===== src/rtl/step_gen.sv =====
// Debounced push-button burst generator: a clean button press emits a fixed
// number of slow manual-clock pulses on step_clk for the CPU clock divider.
module step_gen #(
    parameter int PRE_W   = 17,
    parameter int DEB_CNT = 4
) (
    input  logic       clk,
    input  logic       rst,
    input  logic [3:0] BTN,
    input  logic       en,
    output logic [3:0] btn_ok,
    output logic       key_ready,
    output logic       step_clk,
    output logic       busy,
    output logic [4:0] remain
);

    localparam int CNT_W = (DEB_CNT > 2) ? $clog2(DEB_CNT) : 1;

    typedef enum logic [1:0] {IDLE, HIGH, LOW} state_t;

    state_t           state, state_nxt;
    logic [3:0]       sync_p0, sync_p1;
    logic [3:0]       btn_ok_d;
    logic [3:0]       press;
    logic [PRE_W-1:0] pre_cnt;
    logic             tick;
    logic [CNT_W-1:0] deb_cnt [4];
    logic             step_clk_nxt;
    logic             key_ready_nxt;
    logic [4:0]       remain_nxt;

    // Lowest-index button wins when several are pressed together.
    function automatic logic [4:0] burst_len(input logic [3:0] p);
        if (p[0])      return 5'd2;
        else if (p[1]) return 5'd4;
        else if (p[2]) return 5'd10;
        else           return 5'd20;
    endfunction

    assign tick  = &pre_cnt;
    assign press = btn_ok & ~btn_ok_d;
    assign busy  = (state != IDLE);

    // Synchronizer, prescaler and per-button debounce counters
    always_ff @(posedge clk) begin
        if (rst) begin
            pre_cnt  <= '0;
            sync_p0  <= '0;
            sync_p1  <= '0;
            btn_ok   <= '0;
            btn_ok_d <= '0;
            for (int i = 0; i < 4; i++) deb_cnt[i] <= '0;
        end else begin
            pre_cnt  <= pre_cnt + PRE_W'(1);
            sync_p0  <= BTN;
            sync_p1  <= sync_p0;
            btn_ok_d <= btn_ok;
            if (tick) begin
                for (int i = 0; i < 4; i++) begin
                    if (sync_p1[i] != btn_ok[i]) begin
                        if (deb_cnt[i] == CNT_W'(DEB_CNT - 1)) begin
                            btn_ok[i]  <= ~btn_ok[i];
                            deb_cnt[i] <= '0;
                        end else begin
                            deb_cnt[i] <= deb_cnt[i] + CNT_W'(1);
                        end
                    end else begin
                        deb_cnt[i] <= '0;
                    end
                end
            end
        end
    end

    // Burst FSM state and registered outputs
    always_ff @(posedge clk) begin
        if (rst) begin
            state     <= IDLE;
            step_clk  <= 1'b0;
            key_ready <= 1'b0;
            remain    <= '0;
        end else begin
            state     <= state_nxt;
            step_clk  <= step_clk_nxt;
            key_ready <= key_ready_nxt;
            remain    <= remain_nxt;
        end
    end

    always_comb begin
        state_nxt     = state;
        step_clk_nxt  = step_clk;
        key_ready_nxt = 1'b0;
        remain_nxt    = remain;
        if (!en) begin
            state_nxt    = IDLE;
            step_clk_nxt = 1'b0;
            remain_nxt   = '0;
        end else begin
            case (state)
                IDLE: begin
                    if (|press) begin
                        state_nxt     = HIGH;
                        step_clk_nxt  = 1'b1;
                        key_ready_nxt = 1'b1;
                        remain_nxt    = burst_len(press);
                    end else begin
                        step_clk_nxt = 1'b0;
                        remain_nxt   = '0;
                    end
                end
                HIGH: begin
                    if (tick) begin
                        step_clk_nxt = 1'b0;
                        state_nxt    = LOW;
                    end
                end
                LOW: begin
                    // remain counts down as each low phase completes
                    if (tick) begin
                        if (remain == 5'd1) begin
                            remain_nxt = '0;
                            state_nxt  = IDLE;
                        end else begin
                            remain_nxt   = remain - 5'd1;
                            step_clk_nxt = 1'b1;
                            state_nxt    = HIGH;
                        end
                    end
                end
                default: begin
                    state_nxt    = IDLE;
                    step_clk_nxt = 1'b0;
                    remain_nxt   = '0;
                end
            endcase
        end
    end

endmodule

===== config.mk =====
export PLATFORM = sky130hd
export DESIGN_NAME = step_gen
export DESIGN_NICKNAME = d
export VERILOG_FILES = /design/src/rtl/step_gen.sv
export SDC_FILE = /design/constraint.sdc
export NUM_CORES = 1
export LEC_CHECK = 0
export CORE_MARGIN = 10
export CORE_UTILIZATION = 57
export CTS_BUF_LIST = sky130_fd_sc_hd__clkbuf_16
export DETAILED_ROUTE_END_ITERATION = 7
export HOLD_SLACK_MARGIN = 0.02
export PLACE_DENSITY = 0.79
export SLEW_MARGIN = 20
export SYNTH_ARGS = -nofsm -noshare
export SYNTH_HDL_FRONTEND = slang
export SYNTH_SLANG_ARGS = --single-unit
export TNS_END_PERCENT = 5

===== constraint.sdc =====
create_clock -name clk -period 2.9 [get_ports clk]
set_input_delay 0.29 -clock clk [delete_from_list [all_inputs] [get_ports clk]]
set_output_delay 0.29 -clock clk [all_outputs]
set_load 0.05 [all_outputs]

Yosys cells after proc, flatten, opt, wreduce, memory -nomap -nowiden
Memories as Yosys holds them, arrays and structs flattened.
Index checks and enable logic that the tools add are counted.
- bitwise logic cells: 21
- equality and inequality tests: 15
- muxes and demuxes: 87
- reduce and logical (&&, ||, !) cells: 13
- add/subtract/negate cells: 6
- operator list (operator ; number):
    AND reduction 19 bit ; 4
    two-way mux 1 bit ; 63
    two-way mux 2 bit ; 15
    two-way mux 5 bit ; 6
    adder 17 x 1 -> 17 bit (second input constant) ; 1
    AND reduction 17 bit ; 1
    case mux 5 bit (3 select lines) ; 1
    OR 1 bit ; 12
    == test 2 bit (second input constant) ; 5
    adder 2 x 1 -> 2 bit (second input constant) ; 4
    inequality test 2 bit (second input constant) ; 4
    inverter 1 bit ; 7
    case mux 2 bit (3 select lines) ; 1
    AND reduction 3 bit ; 2
    == test 5 x 1 -> 1 bit (second input constant) ; 1
    subtractor 5 x 1 -> 5 bit (second input constant) ; 1
    bitwise AND 4 bit ; 1
    inequality test 1 bit ; 4
    inverter 4 bit ; 1
    OR reduction 4 bit ; 1
    case mux 1 bit (3 select lines) ; 1
    OR reduction 3 bit ; 1
    == test 2 x 1 -> 1 bit (second input constant) ; 1
    zero test 2 bit ; 1
    other kinds (3) ; 3
- logic and storage cells: 155
- bits in writable memories: 8
- memories kept: 1
- output and inout bits: 12
- register bits: 42
- input port bits: 7
- memory list (memory ; words ; bits a word ; read ports ; clocked after memory_dff ; write ports ; line ; RTL):
    deb_cnt ; 4 ; 2 ; 4 ; 0 ; 4 ; 28 ; logic [CNT_W-1:0] deb_cnt [4];

Logic depth before layout (Yosys ltp)
An unclocked memory read counts as a cell.
- depth after elaboration: 10
- depth in mapped cells: 10
- mapped depth without buffers: 8

Least setup slack after synthesis
No wires, ideal clock.
- kind: flip-flop to flip-flop
- start point: register pre_cnt[0]
- end point: register remain[3]
- buffers on the path: 2
- setup time: 0.091 ns
- setup slack: 0.841 ns
- clock period less this slack: 2.059 ns
- data arrival time: 1.968 ns
- required time: 2.809 ns
- stages on the path, launching flop included: 10
- path through: dfxtp_1 ha_1 clkbuf_1 nand2_1 nor3_1 ha_1 clkbuf_1 nor2b_1 o21a_1 a311oi_1
- longest elaborated chain between the ends: 3
- ends and longest elaborated chain (item ; line ; RTL):
    start: declaration ; 26 ; logic [PRE_W-1:0] pre_cnt;
    start signal: assignment ; 55 ; pre_cnt <= pre_cnt + PRE_W'(1);
    AND reduction 17 bit ; 41 ; assign tick = &pre_cnt;
    inequality test 2 bit (no source line) ; n/a ;
    AND reduction 2 bit (no source line) ; n/a ;
    end signal: assignment ; 87 ; remain <= remain_nxt;
    end: declaration ; 15 ; output logic [4:0] remain
Every way passes these cells.
A chain may end at the register's enable or synchronous reset.

Worst setup path after layout
- start point: register pre_cnt[2]
- end point: register remain[3]
Same word-level chain as after synthesis.

==> impl_metrics.py <==
metrics = {
    "status": {
        "run_status": "completed",
    },
    "grt": {
        "gr-usage-met3_pct": 3.81,
        "antenna_found_initial": 0,
        "number_of_global_route_vias_before_repair": 1565,
        "maximum_number_of_pins_on_one_net_before_global_route_repair": 22,
        "overflow": 0,
        "grt_most_used_layer": "met2",
        "grt_usage_pct": 12.3,
        "grt_use_met1_pct": 14.8,
        "grt_pass1_wl_um": 7170,
        "global_route.usage.met2_pct": 19.3,
    },
    "synth": {
        "yosys_register_bits": 50,
        "yosysMostFrequentCell": "sky130_fd_sc_hd__dfxtp_1",
        "synth.net_count": 254,
        "synth-main-ff-cell": "sky130_fd_sc_hd__dfxtp_1",
        "synth_async_sr_flop_share_pct": 0,
        "share_of_the_synthesized_area_in_the_top_cell_type_pct": 37.0,
        "syn-cell-area_um2": 2270,
        "yosysTopAreaCell": "sky130_fd_sc_hd__dfxtp_1",
        "ys_warn_count": 0,
        "synth.top_cells.by_count": "sky130_fd_sc_hd__dfxtp_1, sky130_fd_sc_hd__nor2_1, sky130_fd_sc_hd__nor2b_1",
        "synth_enable_flop_cells": 8,
        "ys_top_cells_by_area": "sky130_fd_sc_hd__dfxtp_1, sky130_fd_sc_hd__edfxtp_1, sky130_fd_sc_hd__nor2b_1",
        "synth.avg_cell_area_um2": 9.56,
        "synth_cells": 238,
        "ys_seq_area_share_pct": 47.5,
        "yosys.cell_types.count": 35,
    },
    "critical_path": {
        "cp_slowest_cell": "sky130_fd_sc_hd__ha_1",
        "crit_fanout": 12,
        "critical_path_at_ns": 2.40,
        "criticalPathCategory": "reg2reg",
        "startpoint_type": "register",
        "timing.critical_path.cells": "and4_1 -> buf_4 -> nand2_1 -> nor3_1 -> ha_1 -> nor3b_1 -> o21ai_0 -> o21a_1 -> a311oi_1",
        "worstSetupEndpointType": "register",
        "worst_path_largest_cell_delay_ns": 0.42,
        "critPathRequiredTime_ns": 3.06,
    },
    "placement": {
        "finalWeightedCongestion": 0.862,
        "placed_cells_incl_taps": 292,
        "place_hpwl_um": 3010,
        "number_of_buffer_cells_added_on_primary_ports": 18,
    },
    "final_layout": {
        "instances_no_fill": 300,
        "final_nets": 267,
        "num_antenna_cells": 0,
        "drive_above_1_share_pct": 4.37,
        "fillers": 294,
        "finish.utilization_pct": 68.8,
        "area_delta_synth_final_pct": 14.1,
    },
    "floorplanning": {
        "chipHeight_um": 83.2,
        "design.portCount": 19,
        "std_cell_rows": 22,
        "starting_density_of_the_core_pct": 60.3,
        "die_width_um": 83.2,
        "fp.dieArea_um2": 6920,
        "design.core.area_um2": 3770,
    },
    "sta": {
        "slew_viol_final": 0,
        "final_min_period_over_clock_period_pct": 77.1,
        "timing.max_slew.rel_slack_pct": 51.2,
        "period_needed_ns": 2.24,
        "max_freq_mhz": 447,
        "final_hold_viol_count": 0,
        "finalHoldWorstSlack_ns": 0.437,
        "slew_at_the_pin_with_the_worst_max_slew_slack_ns": 0.730,
        "unrepaired_setup_endpoints_after_global_routing": "no",
        "setup-tns-final_ns": 0,
        "report.final.setup_viol": 0,
        "fin_skew_ns": 0.0105,
    },
    "power": {
        "p_per_area_nw_per_um2": 509,
        "total_leakage_power_uw": 0.000929,
        "worst_ir_drop_vdd_mv": 0.498,
    },
    "clock_tree": {
        "cts-root-to-sink-buffers": 2,
        "cts.hold.buffers_added": 0,
        "cts_resized": 0,
        "path_clk_slew_ns": 0.06,
        "clkLatencyLatePin_ns": 0.29,
        "cts.root.buffer_cell": "sky130_fd_sc_hd__clkbuf_16",
        "cts-buffers-inserted": 5,
        "tritoncts_num_sinks": 50,
        "tritoncts_clock_tree": "done",
        "post_cts_buffers": 0,
        "cts-htree-levels": 2,
    },
    "detailed_routing": {
        "final_antenna_net_count": 0,
        "drt_wl_total_um": 4170,
        "vias_per_cell": 5.49,
        "drc": 0,
        "drt_iter0_markers": 177,
        "post_drt_wl_per_cell_um": 13.9,
        "drt_pre_antenna_iters": 4,
        "vias": 1647,
    },
    "min_path": {
        "min_path_type": "reg2reg",
    },
    "flow_run": {
        "cap_violations": 0,
    },
}
## cells by family (layout without fill, tap and decap cells)
kind of cell	after synthesis	after routing	synth area share [%]
and+or+nand+nor	110	110	28.1
buffers and inverters	18	32	3.91
adders and majority gates	9	9	4.95
xor gates and xnor gates	19	19	7.32
DFF	50	50	47.5
AOI/OAI and AO/OA	32	32	8.25
## area by class of cell
cell class / count / area (um2) / share of cell area, %
Multi-Input combinational cell: 170 / 1100 / 42.6
Sequential cell: 50 / 1080 / 41.7
Timing Repair Buffer: 20 / 195 / 7.52
Clock buffer: 5 / 125 / 4.82
Tap cell: 48 / 60.1 / 2.31
Inverter: 4 / 15.0 / 0.579
Clock inverter: 3 / 13.8 / 0.530
## worst max-delay path, delay by kind of cell, from the launching register on
family                   cells  cell delay, ns
AND/OR/NAND/NOR              4            0.70
AO/OA/AOI/OAI                3            0.43
adder cells (fa/ha/maj)      1            0.42
flip-flops                   1            0.39
buffers and inverters        1            0.17
## layer usage
layer | vias to the layer above | share of wire, %
met4 | 0 | 2.0
met2 | 30 | 48
li1 | 863 | -
met1 | 747 | 45
met5 | - | 0
met3 | 7 | 5.2
## worst paths after layout
check	startpoint	endpoint	slack, ns	depth (start not counted)
setup reg to reg	pre_cnt[2]	remain[3]	0.66	9
hold / removal	sync_p0[1]	sync_p1[1]	0.44	1
hold reg to reg	sync_p0[1]	sync_p1[1]	0.44	1
setup / recovery	pre_cnt[2]	remain[3]	0.66	9
## per-stage QoR
stage          instance area (um2)  setup WS [ns]  total power [uW]
3_3_place_gp                  2460          0.747               786
4_1_cts                       2590          0.667              1330
6_report                      2590          0.665              1320
5_1_grt                       2590          0.431              1360
3_5_place_dp                  2460          0.674               788
2_1_floorplan                 2270          0.841               770
## placed cells by master (no fill, tap or decap), drive strengths merged, types with 2 or more instances in the layout
cell type	netlist	layout
a31oi	2	2
nor2	21	21
dfxtp	42	42
o21ai	11	11
nand2	11	11
nand4	15	15
edfxtp	8	8
nor4b	5	5
nand2b	9	9
xnor2	7	7
and4	4	4
clkbuf	8	5
clkinv	0	2
and2	3	3
clkdlybuf4s50	0	18
nor3b	3	3
buf	6	2
xor2	12	12
ha	9	9
nor3	2	2
nand3	8	8
o21a	3	3
nor2b	19	19
a21oi	11	11
nor4	4	4
and3	4	4
inv	4	5
## power breakdown
part | internal, uW | total, uW | switching [uW]
combinational | 22.0 | 47.1 | 25.1
sequential | 718 | 726 | 7.65
clock | 313 | 547 | 234
total | 1050 | 1320 | 267
## sequential cells by signal, summed over array words and instances (netlist names)
name / flops
step_clk: 1
sync_p0: 4
sync_p1: 4
key_ready: 1
btn_ok: 4
btn_ok_d: 4
deb_cnt: 8
state: 2
pre_cnt: 17
remain: 5
No activity file was read; power rests on OpenSTA's default activity.
==> patch 1 (same settings) <==
The parameter `DEB_CNT` goes from 4 to 2.
--- a/src/rtl/step_gen.sv
+++ b/src/rtl/step_gen.sv
@@ -4,3 +4,3 @@
     parameter int PRE_W   = 17,
-    parameter int DEB_CNT = 4
+    parameter int DEB_CNT = 2
 ) (
Check against the original RTL: same outputs for any inputs over 10 cycles, from zero or initial values and one cycle with rst high; that may be too few to reach the edited logic, so the function may still have changed.
==> patch 1 against the unedited design <==
  * Critical endpoint is now remain[4]
  * Clock power grew 13%
  * Area after synthesis shrank 10%
  * Highest routed layer unchanged
  * Fmax down 5.5%
  * Worst setup slack lost 130 ps
  * Final area is 5.9% lower
  * Total power decreased by 0.38%
  * Wire length decreased by 4.8%
  * Sequential power shrank 8.8%
  * Sequential share of layout area down 2.3 points
  * Sequential cell count down 4
  * Cell count down 2.7%
  * Count of clock-buffer cells in the layout did not move
  * Combinational power shrank 27%
==> patch 1: results (changes against the unedited design) <==
Run status
  • Status: complete, no violations

Yosys
  • Synth cell types: 40 (+14%)
  • #FFs+latches synth: 46 (-8.0%)
  • EDFF count, synth: 4 (-4)
  • Post-synthesis adder-cell area fraction: 3.06% (-1.9 points)
  • Seq/Total Area, Yosys: 47.0% (-0.52 points)
  • Syn nets: 235 (-7.5%)
  • Post-synthesis xor/xnor area fraction: 7.28% (-0.033 points)
  • Commonest cells in the netlist: dfxtp_1, nor2b_1, nor2_1

Layout
  • Signal inverters: 10 (+6)
  • Area grow syn2layout: 19.4%
  • Multi-input combinational area share: 42.1% (-0.49 points)
  • Share of cells above drive strength 1: 4.88% (+0.51 points)
  • Clk tree area frac: 6.66% (+1.3 points)
  • Largest regs: pre_cnt x17, remain x5
  • Signal buf overhead: 8.00% (+0.47 points)
  • Fill cells: 254 (-14%)

Pwr
  • Clock Power Share: 47.1% (+5.7 points)
  • Worst vdd ir: 0.445 mV (-11%)
  • Flop+latch power: 0.662 mW (-8.8%)

Worst setup path
  • Critical path arrival: 2530 ps (+130 ps)
  • Crit path max fanout: 6 (-6)

Place
  • Detail Placement HPWL: 2790 um (-7.3%)
  • Post-Place Cell Area: 2280 um^2 (-7.2%)

STA
  • Slew headroom: 61.3% (+10 points)
  • Layout Skew: 8.80 ps (-1.74 ps)

Routing
  • Initial drt markers: 106 (-40%)
  • Met2 wire length: 1830 um (-7.7%)
  • Detailed Route WL: 3970 um (-4.8%)
  • Routed metal-1 wirelength: 1930 um (+2.1%)
  • DR WL met3: 161 um (-25%)
  • Vias: 1644 (-0.18%)

GRT
  • Met3 GRT Util: 3.15% (-0.66 points)
  • Met1 Track Usage GR: 17.0% (+2.2 points)
  • Wire length of the first global-routing pass: 6890 um (-3.9%)
  • Met2 GRT Util: 20.7% (+1.4 points)
  • Vias in the first global route: 1521 (-2.8%)
[patch 1: stage by stage]
step / hold slack, ps / total power [mW] / util, % / cells / setup WS (ps)
finish: 437 / 1.32 / 72.0 / 292 / 534
global route: 443 / 1.35 / 72.0 / 292 / 239
CTS: 440 / 1.32 / 72.0 / 292 / 534
detailed placement: 427 / 0.710 / 67.2 / 284 / 529
global placement: 417 / 0.709 / 67.2 / 284 / 620
floorplan: 414 / 0.696 / - / 223 / 538
[patch 1: worst register-to-register path, delay by kind of cell (launching register included)]
| family | cells | cell delay, ps |
|---|---|---|
| and+or+nand+nor | 5 | 890 |
| AOI/OAI and AO/OA | 2 | 530 |
| adders and majority gates | 2 | 440 |
| DFF | 1 | 390 |
[patch 1: worst paths after layout]
path | startpoint | endpoint | slack [ps] | depth (start not counted)
max reg2reg | pre_cnt[0] | remain[4] | 530 | 9
min reg2reg | sync_p0[3] | sync_p1[3] | 440 | 1
min | sync_p0[3] | sync_p1[3] | 440 | 1
max | pre_cnt[0] | remain[4] | 530 | 9
==> patch 2 (same settings) <==
Without the edit above. Encoding of `state_t`: now one-hot (3 bits for 3 states).
--- a/src/rtl/step_gen.sv
+++ b/src/rtl/step_gen.sv
@@ -19,3 +19,3 @@
 
-    typedef enum logic [1:0] {IDLE, HIGH, LOW} state_t;
+    typedef enum logic [2:0] {IDLE = 3'b001, HIGH = 3'b010, LOW = 3'b100} state_t;
 
Behaviour: no difference found for any inputs over 10 cycles, from zero or initial values and one cycle with rst high; not proved beyond that.
==> patch 2 against the unedited design <==
  * Worst hold slack got worse by 4.5 ps
  * Clock skew decreased by 3.9 ps
  * Final area increased by 2.6%
  * Via count increased by 1.6%
  * Worst setup slack improved by 22 ps
  * Largest cell class unchanged
  * Total power increased by 0.42%
  * Clock power decreased by 1%
  * Sequential cell count increased by 1
  * Largest power group unchanged
  * Area after synthesis increased by 0.88%
  * Register-to-register slack improved by 70 ps
  * Synthesized cell count decreased by 2.5%
  * Wire length decreased by 1.1%
==> patch 2: results (changes against the unedited design) <==
Run status
  • Status: complete, no violations

Routing
  • DR WL met3: 167 um (-22%)
  • Initial drt markers: 139 (-21%)
  • Detailed Route WL: 4130 um (-1.1%)
  • Routed metal-1 wirelength: 1860 um (-1.5%)
  • Top sig layer: met4
  • Pre-Repair DR Iteration Count: 4 (unchanged)
  • Met2 wire length: 2050 um (+3.3%)
  • Vias: 1673 (+1.6%)

Min path
  • Worst hold path type: reg2reg
  • Hold endpoint: sync_p1[1]
  • Worst hold path depth: 1 (unchanged)
  • Hold path start: sync_p0[1]

GRT
  • Met3 GRT Util: 4.79% (+0.98 points)
  • Largest net degree at the start of global routing: 22 (unchanged)
  • Total global routing track utilization: 12.5% (+0.18 points)
  • Wire length of the first global-routing pass: 7370 um (+2.8%)
  • Vias in the first global route: 1663 (+6.3%)
  • Met2 GRT Util: 21.0% (+1.7 points)
  • Initial antenna violation count: 0 (unchanged)
  • Met1 Track Usage GR: 14.1% (-0.69 points)

Clocking
  • CTS Buf Count: 5 (unchanged)
  • Clk Latency, worst-skew pair: 290 ps (about the same)
  • Cts repair resizes: 0 (unchanged)
  • Root Buffer: clkbuf_16
  • Clock-pin slew on the worst setup and hold paths: 60 ps (about the same)
  • Setup Buffers After CTS: 0 (unchanged)
  • CTS max path bufs: 2 (unchanged)
  • H-Tree Depth: 2 (unchanged)

Pwr
  • P_leak: 0.937 nW (+0.92%)
  • Worst vdd ir: 0.444 mV (-11%)

Yosys
  • Async SR Flop Fraction: 0% (unchanged)
  • EDFF count, synth: 8 (unchanged)
  • Yosys warns: 0 (unchanged)
  • Ranking of synthesized cells by area: dfxtp_1, edfxtp_1, nor2b_1, ha_1, nor2_1
  • Seq/Total Area, Yosys: 48.0% (+0.46 points)
  • Synth cell types: 47 (+34%)
  • Commonest cells in the netlist: dfxtp_1, nor2_1, nor2b_1
  • Syn nets: 248 (-2.4%)

Layout
  • Share of cells above drive strength 1: 9.45% (+5.1 points)
  • Largest regs: pre_cnt x17, deb_cnt x8, remain x5
  • Final net count: 269 (+0.75%)
  • Fill cells: 305 (+3.7%)
  • Diodes inserted: 0 (unchanged)

STA
  • Hold Vio Cnt, Final: 0 (unchanged)
  • Layout Skew: 6.59 ps (-3.95 ps)
  • Worst-margin pin slew: 508 ps (-222 ps)
  • Hold Slack: 432 ps (-4.47 ps)

Place
  • Detail Placement HPWL: 3050 um (+1.3%)
  • DP Worst Slack: 758 ps (+84.4 ps)
  • Placer congestion estimate: 0.822 (-4.7%)
  • IO Port Bufs: 18 (unchanged)
  • Post-Place Cell Area: 2530 um^2 (+2.9%)

Worst setup path
  • R2R Path End: remain[2]
  • Worst Reg2Reg Path Length in Cells: 9 (unchanged)
  • Crit path max fanout: 9 (-3)
  • Worst r2r src: pre_cnt[0]
  • R2R Setup Slk: 730 ps (+70 ps)
  • Critical path arrival: 1920 ps (-480 ps)
patch 2: critical path: stages, from the launching register on:
cell,delay [ps]
dfxtp_1,510
nor3b_4,310
inv_2,100
clkdlybuf4s50_1,710
patch 2: report_power, final:
group	switching (mW)	internal [mW]	total [mW]
Combinational	0.0221	0.0223	0.0444
Clock	0.230	0.310	0.541
Sequential	0.00824	0.732	0.740
Total	0.261	1.06	1.33
patch 2: metrics by stage:
step / instances / power [mW]
finish: 304 / 1.33
global route: 304 / 1.37
CTS: 304 / 1.34
detailed placement: 296 / 0.801
global placement: 296 / 0.799
floorplan: 232 / 0.783
patch 2: worst max path at each step:
| stage | start | depth (start not counted) | to | slack, ps |
|---|---|---|---|---|
| detailed placement | pre_cnt[3] | 8 | remain[2] | 760 |
| finish | state[0] | 3 | busy | 690 |
| floorplan | remain[0] | 5 | step_clk | 950 |
| global placement | pre_cnt[3] | 8 | remain[2] | 830 |
| CTS | state[0] | 3 | busy | 680 |
| global route | pre_cnt[3] | 9 | remain[2] | 390 |
patch 2: logic make-up after synthesis:
family / after synthesis / synth area share (%)
and+or+nand+nor: 105 / 27.5
adders and majority gates: 9 / 4.91
buffers and inverters: 11 / 1.96
DFF: 51 / 48.0
AOI/OAI and AO/OA: 42 / 12.3
xor gates and xnor gates: 14 / 5.34
patch 2: area by class of cell:
class	instances	area [um^2]	share of cell area (%)
Timing Repair Buffer	20	195	7.33
Clock buffer	5	125	4.70
Sequential cell	51	1100	41.4
Multi-Input combinational cell	170	1150	43.1
Clock inverter	3	11.3	0.423
Inverter	5	18.8	0.705
Tap cell	50	62.6	2.35
